File: src/rtl/debug_probe_sampler.sv
// Debug probe capture front-end: samples CHANNELS probe words periodically, on a
// masked-compare trigger or on a manual step, keeps the last DEPTH snapshots and shows one.
module debug_probe_sampler #(
    parameter int CHANNELS = 8,
    parameter int WIDTH    = 16,
    parameter int DEPTH    = 4,
    parameter int DIV      = 5000000
) (
    input  logic                          clk_sys,
    input  logic                          reset_n,
    input  logic [CHANNELS*WIDTH-1:0]     probe_in,
    input  logic [1:0]                    mode,
    input  logic                          arm,
    input  logic                          step,
    input  logic [$clog2(CHANNELS)-1:0]   trig_ch,
    input  logic [WIDTH-1:0]              trig_mask,
    input  logic [WIDTH-1:0]              trig_value,
    input  logic [$clog2(DEPTH)-1:0]      view_sel,
    output logic [CHANNELS*WIDTH-1:0]     probe_out,
    output logic                          armed,
    output logic                          captured,
    output logic [$clog2(DEPTH):0]        snap_count,
    output logic                          tick
);

    localparam int AW   = $clog2(DEPTH);
    localparam int PW   = CHANNELS * WIDTH;
    localparam int CNTW = $clog2(DIV);

    localparam logic [1:0] ST_IDLE  = 2'd0;
    localparam logic [1:0] ST_ARMED = 2'd1;
    localparam logic [1:0] ST_DONE  = 2'd2;

    localparam logic [1:0] MODE_PERIODIC = 2'b00;
    localparam logic [1:0] MODE_SINGLE   = 2'b01;
    localparam logic [1:0] MODE_CONT     = 2'b10;

    logic [PW-1:0]    stage_q, stage_d;
    logic [CNTW-1:0]  cnt_q, cnt_d;
    logic [1:0]       state_q, state_d;
    logic             captured_q, captured_d;
    logic             match_prev_q, match_prev_d;
    logic [AW-1:0]    wptr_q, wptr_d;
    logic [AW:0]      count_q, count_d;
    logic             tick_q, tick_d;
    logic [PW-1:0]    out_q, out_d;
    logic [PW-1:0]    snap_mem_q [DEPTH];

    logic [WIDTH-1:0] stage_words [CHANNELS];
    logic             match;
    logic             per_hit;
    logic             trig_mode;
    logic             trig_cap;
    logic             cap_req;
    logic [AW-1:0]    rd_idx;

    genvar gi;
    generate
        for (gi = 0; gi < CHANNELS; gi++) begin : g_words
            assign stage_words[gi] = stage_q[gi*WIDTH +: WIDTH];
        end
    endgenerate

    // Compare runs on the staged copy so a capture stores exactly the word that matched.
    assign match   = ((stage_words[trig_ch] ^ trig_value) & trig_mask) == '0;
    assign per_hit = (cnt_q == '0);

    always_comb begin
        stage_d      = probe_in;
        match_prev_d = match;
        cnt_d        = per_hit ? CNTW'(DIV - 1) : cnt_q - CNTW'(1);
    end

    always_comb begin
        state_d    = state_q;
        captured_d = captured_q;
        trig_cap   = 1'b0;
        trig_mode  = (mode == MODE_SINGLE) || (mode == MODE_CONT);
        if (!trig_mode) begin
            state_d = ST_IDLE;
        end else if (arm) begin
            // Re-arming restarts cleanly and suppresses any trigger in the same cycle.
            state_d    = ST_ARMED;
            captured_d = 1'b0;
        end else if (state_q == ST_ARMED) begin
            if (mode == MODE_SINGLE && match) begin
                trig_cap   = 1'b1;
                state_d    = ST_DONE;
                captured_d = 1'b1;
            end else if (mode == MODE_CONT && match && !match_prev_q) begin
                trig_cap   = 1'b1;
                captured_d = 1'b1;
            end
        end
        cap_req = step || ((mode == MODE_PERIODIC) && per_hit) || trig_cap;
    end

    always_comb begin
        wptr_d  = wptr_q;
        count_d = count_q;
        tick_d  = cap_req;
        if (cap_req) begin
            wptr_d = wptr_q + AW'(1);
            if (count_q != (AW+1)'(DEPTH)) begin
                count_d = count_q + (AW+1)'(1);
            end
        end
        rd_idx = wptr_q - AW'(1) - view_sel;
        out_d  = snap_mem_q[rd_idx];
    end

    always_ff @(posedge clk_sys or negedge reset_n) begin
        if (!reset_n) begin
            stage_q      <= '0;
            cnt_q        <= CNTW'(DIV - 1);
            state_q      <= ST_IDLE;
            captured_q   <= 1'b0;
            match_prev_q <= 1'b0;
            wptr_q       <= '0;
            count_q      <= '0;
            tick_q       <= 1'b0;
            out_q        <= '0;
        end else begin
            stage_q      <= stage_d;
            cnt_q        <= cnt_d;
            state_q      <= state_d;
            captured_q   <= captured_d;
            match_prev_q <= match_prev_d;
            wptr_q       <= wptr_d;
            count_q      <= count_d;
            tick_q       <= tick_d;
            out_q        <= out_d;
        end
    end

    // Snapshot store; overflow simply overwrites the oldest entry.
    always_ff @(posedge clk_sys or negedge reset_n) begin
        if (!reset_n) begin
            for (int i = 0; i < DEPTH; i++) begin
                snap_mem_q[i] <= '0;
            end
        end else if (cap_req) begin
            snap_mem_q[wptr_q] <= stage_q;
        end
    end

    assign probe_out  = out_q;
    assign armed      = (state_q == ST_ARMED);
    assign captured   = captured_q;
    assign snap_count = count_q;
    assign tick       = tick_q;

endmodule

File: config.mk
export PLATFORM = sky130hd
export DESIGN_NAME = debug_probe_sampler
export DESIGN_NICKNAME = d
export VERILOG_FILES = /design/src/rtl/debug_probe_sampler.sv
export SDC_FILE = /design/constraint.sdc
export NUM_CORES = 1
export LEC_CHECK = 0
export CAP_MARGIN = 20
export CORE_MARGIN = 5
export CORE_UTILIZATION = 45
export DETAILED_ROUTE_END_ITERATION = 16
export HOLD_SLACK_MARGIN = 0.05
export PLACE_DENSITY = 0.65
export SETUP_SLACK_MARGIN = 0.1
export SLEW_MARGIN = 20
export SYNTH_ARGS = -nofsm -noshare
export SYNTH_HDL_FRONTEND = slang
export SYNTH_SLANG_ARGS = --single-unit
File: constraint.sdc
create_clock -name clk_sys -period 3.88 [get_ports clk_sys]
set_input_delay 0.388 -clock clk_sys [delete_from_list [all_inputs] [get_ports clk_sys]]
set_output_delay 0.388 -clock clk_sys [all_outputs]
set_load 0.02 [all_outputs]
# After elaboration in Yosys (flattened, before gate mapping)
# Index checks and enable logic that the tools add are counted.
[word_totals]
reg_bits = 801
in_bits = 171
elab_cells = 73
[classes]
n_addsub = 5
magnitude_cmp = 4
n_eq_ne = 6
n_mux = 23
bitwise = 5
n_reduce_logical = 17
[op_table]
columns = ["cell", "n"]
rows = [
  ["$bwmux 512", 1],
  ["$mux 128", 3],
  ["$bmux 128 s2", 1],
  ["$demux 128 s2", 1],
  ["$bmux 16 s3", 1],
  ["$mux 16", 2],
  ["$logic_not 23->1", 1],
  ["$mux 23", 1],
  ["$sub 23x1->23 const B", 1],
  ["$and 16x16->16", 1],
  ["$logic_not 16->1", 1],
  ["$xor 16x16->16", 1],
  ["$mux 1", 9],
  ["$mux 2", 4],
  ["$ge 3x3->1 const B", 2],
  ["$ne 3x3->1 const B", 2],
  ["$not 2->3", 2],
  ["$logic_and 1x1->1", 5],
  ["$eq 2x1->1 const B", 2],
  ["$ge 4x4->1 const B", 1],
  ["$not 3->4", 1],
  ["$reduce_and 2->1", 2],
  ["$add 3x1->3 const B", 1],
  ["$logic_or 1x1->1", 3],
  ["other kinds (11)", 11],
]

# Depth between registers and ports, before layout
[logic_depth]
depth_word = 16
ltp_mapped = 14
mapped_depth_nobuf = 10

# Worst setup path before layout
# Ideal clock, no wire load.
[synth_path]
kind = "flip-flop to flip-flop"
startpoint = "reg cnt_q[0]"
endpoint = "reg snap_mem_q[100] (netlist bit)"
t_arrival_ns = 3.181
required_time_ns = 3.753
slack_ns = 0.571
path_stages_with_launch = 15
n_path_buf = 4
period_less_slack_ns = 3.309
path_cell_list = "dfstp_2 inv_1 ha_1 or3b_1 or4_1 clkbuf_1 nor4_4 and3_1 buf_2 a21o_1 nand2_1 o21ai_4 buf_8 buf_8 mux2_1"
[synth_between]
elab_chain_len = 4
[synth_lines]
columns = ["item", "line_no", "source"]
rows = [
  ["start: declaration", "39", "logic [CNTW-1:0] cnt_q, cnt_d;"],
  ["start signal: assignment", "115", "cnt_q <= CNTW'(DIV - 1);"],
  ["start signal: assignment", "125", "cnt_q <= cnt_d;"],
  ["$logic_not 23->1", "66", "assign per_hit = (cnt_q == '0);"],
  ["$logic_and 1x1->1", "95", "cap_req = step || ((mode == MODE_PERIODIC) && per_hit) || trig_cap;"],
  ["$logic_or 1x1->1 (2 in series)", "95", ""],
  ["end signal: indexed assignment", "143", "snap_mem_q[wptr_q] <= stage_q;"],
  ["end: declaration", "47", "logic [PW-1:0] snap_mem_q [DEPTH];"],
]
# Every way passes these cells.
# A chain may end at the register's enable or synchronous reset.

# Worst setup path after layout
[layout_path]
startpoint = "in trig_ch[2]"
endpoint = "reg snap_mem_q[94] (netlist bit)"
[layout_between]
elab_chain_len = 15
elab_cells_between_ends = 16
[layout_lines]
columns = ["item", "line_no", "source"]
rows = [
  ["start: declaration", "15", "input logic [$clog2(CHANNELS)-1:0] trig_ch,"],
  ["$not 3->4 (implied by the code) (*)", "65", "assign match = ((stage_words[trig_ch] ^ trig_value) & trig_mask) == '0;"],
  ["$bmux 16 s3 (*)", "65", ""],
  ["$mux 16 (implied by the code) (*) (2 in series)", "65", ""],
  ["$xor 16x16->16 (*)", "65", ""],
  ["$and 16x16->16 (*)", "65", ""],
  ["$logic_not 16->1 (*)", "65", ""],
  ["$logic_and 1x1->1 (2 in series)", "90", "end else if (mode == MODE_CONT && match && !match_prev_q) begin"],
  ["$mux 1", "90", ""],
  ["$mux 1 (*)", "86", "if (mode == MODE_SINGLE && match) begin"],
  ["$mux 1 (*)", "85", "end else if (state_q == ST_ARMED) begin"],
  ["$mux 1 (*)", "81", "end else if (arm) begin"],
  ["$mux 1 (*)", "79", "if (!trig_mode) begin"],
  ["$logic_or 1x1->1 (*)", "95", ""],
]
# Mark *: on every way between the ends. The rest lies on a longest branch, timed or not. The select of a mux whose other input is x is not followed.

==> impl_metrics.yaml <==
status:
  outcome: "complete, no violations"
timing:
  hold_viol_final: 0
  rsz0062_at_grt: "no"
  period_share_pct: 93.4
  holdWs_ps: 203
  slew_headroom_pct: 43.8
  slew_violations: 0
  skew_ps: 19.6
  worst_slew_pin_slew_ps: 843
  fin_crit_ps: 3630
  setup_viol: 0
  fmax_mhz: 276
  worst_slack_ps: 255
global_route:
  grt_pass1_vias: 19300
  gr-usage-met2_pct: 33.1
  grt_first_pass_wirelength_mm: 123
  use_met1_pct: 29.7
  grt_max_degree: 94
  grt_busiest_layer: "met2"
  gr-total-overflow: 0
  grt_use_met3_pct: 4.49
  grt_usage_pct: 20.9
  antenna_found_initial: 2
hold_path:
  hold_class: "in -> reg"
  holdPathStages: 1
  hp-start: "probe_in[124]"
  hold_end: "stage_q[124]$_DFF_PN0_"
synthesis:
  syn_avg_cell_area_um2: 17.7
  synth_edf_count: 0
  ys_seq_area_share_pct: 62.9
  ys_ff_latch: 801
  synthArstFlopShare_pct: 100
  ys_types: 44
  syn_inst: 1806
  synth.cell_area_um2: 31900
  synth_top_flop_cell: "dfrtp_1"
  syn_nets: 1988
  ys_warn_count: 0
setup_path:
  r2r-start: "stage_q[35]$_DFF_PN0_"
  cpMostUsedCell: "buf_12"
  crit_chain: "clkdlybuf4s50_1, buf_4, nor2_1, buf_12, a221oi_2, xor2_1, a2111oi_4, buf_4, nand4_4, o21ai_4, buf_12, buf_12, mux2_1"
  critPathLaunchType: "input port"
  r2r_slack_ps: 270
  crit_slowest_cell: "clkdlybuf4s50_1"
  worstRegToRegCells: 12
  rr_endpoint: "snap_mem_q[94]$_DFFE_PN0P_"
  end_kind: "flip-flop"
  critical_path_class: "in -> reg"
  crit_path_max_incr_delay_ps: 570
  required_ps: 4350
  cp.arrival_ps: 4100
  crit_fanout: 10
  critPathLaunch: "trig_ch[2]"
clock_tree:
  cts_tree: "done"
  clk_path_buf_depth: 3
  cts.clk_slew.worst_paths_ps: 60
  cts_buffers: 82
  htree_levels: 3
  clock_latency_ps: 620
  cts-root-buf: "clkbuf_16"
  cts_setup_buffers: 0
  cts_sinks: 801
power_and_ir_drop:
  ir_worst_vdd_uv: 644
  power.total_mw: 33.5
  power_density_nw_per_um2: 845
  leakagePower_nw: 16.7
layout:
  fill_cells: 5428
  nets: 2398
  drive_gt1_share_pct: 21.1
  antenna_cells: 0
  syn_to_final_growth_pct: 24.4
  layout_commonest_cell: "dfrtp_1"
  final_cell_mix: "dfrtp_1 (787), mux2_1 (481), clkdlybuf4s50_1 (302), mux4_2 (136), clkbuf_16 (87)"
floorplanning:
  die_w_um: 276
  core_area_um2: 70100
  start_util_pct: 45.5
  die_area_um2: 76300
  die-height_um: 276
  io-pin-count: 305
  core.rowCount: 97
detailed_routing:
  drt-pass1-iter-count: 5
  ant_nets: 0
  drc: 0
  vias: 17200
  initialDrtViolationCount: 1033
  routedWlPerCell_um: 24.7
  drt-vias-per-instance: 5.34
  drt-total-wl_mm: 79.4
placement:
  gp_congestion: 0.823
  place_ws_ps: -602
  dp_hpwl_mm: 55.3
  port-buffer-count: 304
job:
  maxCapViolations: 0
-- repair_timing --
item / 4_1_cts / 5_1_grt
endpoints found under the setup margin: 475 / 256
gates resized for setup: 2 / 3
hold buffers: 1 / 0
hold endpoints to repair: 62 / 0
-- cell families after synthesis --
group	count (synthesis)	synth area share (%)
AO/OA/AOI/OAI	48	1.34
XOR/XNOR	28	0.769
flip-flops	801	62.9
AND/OR/NAND/NOR	94	1.54
buffers and inverters	113	3.31
multiplexers	711	29.7
adder cells (fa/ha/maj)	11	0.431
-- layout make-up --
type                       count  area [µm²]  area share, %
clock buffer                 117        2440           6.15
multi-input combinational    892       10800           27.3
clock inverter                31         358          0.902
sequential                   801       20100           50.6
tap                          940        1180           2.96
inverter                      15        56.3          0.142
timing repair buffer         424        4750           12.0
-- where the power goes --
| group | leakage, nW | internal, mW | switching, mW | total (mW) |
|---|---|---|---|---|
| logic | 5.83 | 6.50 | 5.16 | 11.7 |
| clock network | 1.37 | 4.85 | 3.24 | 8.09 |
| registers | 9.47 | 12.0 | 1.80 | 13.8 |
| total | 16.7 | 23.3 | 10.2 | 33.5 |
-- registers in the layout, summed over array words and instances, names as in the netlist --
signal,cells
snap_mem_q,512
probe_out,128
state_q,2
cnt_q,23
match_prev_q,1
snap_count,3
tick,1
captured,1
stage_q,128
wptr_q,2
-- synthesized netlist by cell type (15+ instances only) --
cell / instances / area (µm²)
nand2_1: 33 / 124
mux4_2: 136 / 3060
xnor2_1: 15 / 131
buf_8: 44 / 661
mux2i_1: 36 / 360
buf_6: 17 / 191
mux2_2: 58 / 653
nor2_1: 20 / 75.1
mux2_1: 481 / 5420
inv_1: 15 / 56.3
dfrtp_1: 788 / 19700
clkbuf_1: 17 / 63.8
-- critical path, delay by kind of cell --
kind	cells	cell delay (ps)
buffers and inverters	6	1540
AOI/OAI and AO/OA	3	1280
muxes	1	350
and+or+nand+nor	2	300
xor gates and xnor gates	1	210
-- routing by layer --
metal  vias to the layer above  part of all wire, %
li1                       7432                    -
met1                      9242                   45
met2                       412                   48
met3                        98                  5.3
met4                         0                  2.5
met5                         -                    0
-- through the flow --
step | instances | setup TNS, ps | utilization, % | instance area (µm²)
floorplan | 1806 | 0 | - | 31900
detailed placement | 3071 | -288270 | 52.5 | 36800
finish | 3220 | 0 | 56.6 | 39700
global route | 3220 | 0 | 56.6 | 39700
CTS | 3220 | 0 | 56.5 | 39700
global placement | 3071 | -267210 | 52.5 | 36800
-- how the worst max path moves through the flow --
stage | end | cells past startpoint | slack [ps]
3_3_place_gp | snap_mem_q[469]$_DFFE_PN0P_ | 13 | -550
3_5_place_dp | snap_mem_q[148]$_DFFE_PN0P_ | 13 | -600
4_1_cts | snap_mem_q[140]$_DFFE_PN0P_ | 12 | 140
5_1_grt | snap_mem_q[456]$_DFFE_PN0P_ | 12 | 130
2_1_floorplan | snap_mem_q[100]$_DFFE_PN0P_ | 14 | 570
6_report | snap_mem_q[94]$_DFFE_PN0P_ | 13 | 250
Power figures use the tool's default switching activity.
==> RTL edit, RTL diff (same flow settings) <==
`WIDTH`: 16 -> 18.
--- a/src/rtl/debug_probe_sampler.sv
+++ b/src/rtl/debug_probe_sampler.sv
@@ -2,7 +2,7 @@
 // masked-compare trigger or on a manual step, keeps the last DEPTH snapshots and shows one.
 module debug_probe_sampler #(
     parameter int CHANNELS = 8,
-    parameter int WIDTH    = 16,
+    parameter int WIDTH    = 18,
     parameter int DEPTH    = 4,
     parameter int DIV      = 5000000
 ) (
Interface: changed (resized probe_in, probe_out, trig_mask and trig_value); port bits go from 305 to 341. The function was not compared with the original's and may differ.
==> RTL edit against the unedited design <==
- first-iteration DRC count shrank 10%
- total power grew 19%
- synthesized area grew 13%
- setup slack lost 0.045 ns
- routed wire length grew 18%
- sequential cell count grew 96
- final area grew 14%
- largest cell class unchanged
==> RTL edit: results (changes against the unedited design) <==
GRT
  – Largest net degree at the start of global routing: 104 (+11%)
  – First-pass GRT wire length: 141000 µm (+15%)
  – Routing usage on met3: 0.0634 (+0.0185)
  – Initial antenna violation count: 11 (+9)
  – M2 GR Usage: 0.343 (+0.0119)
  – Met1 Resource Use GR: 0.294 (-0.00292)
  – GRT Total Usage: 0.218 (+0.00897)

Clocking
  – Clock transition at path regs: 0.06 ns (about the same)
  – Clock latency on the worst-skew pair: 0.65 ns (+0.03 ns)
  – CTS Buf Count: 93 (+13%)

Layout
  – Nets: 2651 (+11%)
  – Number of flip-flops in the largest register: 576 (+13%)
  – Layout cells sized above 1: 0.416 (+0.205)
  – Finished Cell Area: 0.0451 mm² (+14%)
  – Fillcell total: 6142 (+13%)

Placed design
  – Placed inst area: 0.0418 mm² (+13%)
  – HPWL Detailed: 65500 µm (+19%)
  – Placed cell count: 3413 (+11%)
  – Pre-CTS setup slack: -0.157 ns (+0.445 ns)
  – PortBufs: 340 (+12%)
  – GPL Wtd Cong: 0.800 (-2.7%)

Setup path
  – Reg-to-Reg End: snap_mem_q[294]
  – CP arrival: 4.19 ns (+0.09 ns)
  – Slowest stage delay, CP: 0.64 ns (+0.07 ns)
  – RR Startpoint: stage_q[72]
  – Worst R2R Path Depth: 12 (unchanged)
  – Worst path slowest cell: a221oi_1
  – R2R setup slack: 0.21 ns (-0.06 ns)
  – Top delay family on crit path: compound AO/OA/AOI/OAI gates
  – CP Max Fanout: 12 (+2)
  – WS Path Type: flop to flop

Synth
  – Post-synth net total: 2208 (+11%)
  – Synth Area in Adders: 0.00380 (-0.000508)
  – Proportion of synthesized area in mux cells: 0.320 (+0.0222)
  – XOR/XNOR Fraction of Synth Area: 0.00799 (+0.000305)
  – Post-synth top cells: dfrtp_1, mux2_2, mux2_4, mux4_2, mux2i_1
  – Cells after Synth: 2006 (+11%)
  – Count of different cell masters after synthesis: 56 (+27%)
  – Seq/Total Area, Yosys: 0.621 (-0.00765)
  – Compound-gate portion of the synthesized area: 0.0133 (-0.0000925)
  – Top post-synthesis cells by area: dfrtp_1, mux2_2, mux2_4

Outcome
  – Outcome: completed

Routing
  – DR vias/cell: 5.40 (+1.1%)
  – WL/cell: 26.1 µm (+6.0%)
  – Highest metal used: met5
  – Wl on met1: 39700 µm (+12%)
  – Initial drt markers: 925 (-10%)
  – Met2 wire len: 44100 µm (+17%)

Timing
  – Final hold slack: 0.172 ns (-0.0313 ns)
  – Clk_skew: 0.0278 ns (+0.00816 ns)
  – Crit path time final: 3.67 ns (+0.0451 ns)
  – Slew headroom: 0.324 (-0.115)

Hold path
  – Hold_sp: probe_in[7]
  – Hold endpoint: stage_q[7]
  – HP Class: primary input to flop

Power and ir drop
  – Sw power: 11.9 mW (+16%)
  – Clock share of power: 0.237 (-0.004)
  – Lkg Pwr: 20.0 nW (+20%)
  – P_seq: 15.7 mW (+14%)
  – Worst-case vdd ir drop: 547 µV (-15%)
## RTL edit: changes by cell type in the layout (fill, tap and decap cells not counted), sizes merged, moves of 6 or more
| cell | delta |
|---|---|
| dfrtp | +96 |
| mux2 | +60 |
| clkdlybuf4s50 | +34 |
| mux4 | +17 |
| mux2i | +11 |
| or3 | -9 |
| clkbuf | +8 |
| nand2 | -8 |
| bufinv | +7 |
| nand2b | -6 |
| nor3 | +6 |
| o21ai | -6 |
## RTL edit: final cells by class
type,instances,share of cell area
Sequential cell,897,0.498
Multi-Input combinational cell,989,0.288
Timing Repair Buffer,454,0.110
Clock buffer,125,0.0586
Tap cell,1060,0.0294
Clock inverter,45,0.0140
Inverter,14,0.00117
Antenna cell,5,0.000278
## RTL edit: repair_timing
action	CTS	global route
hold endpoints to repair	86	0
hold buffers	1	0
setup endpoints to repair	0	64
gates resized for setup	0	1
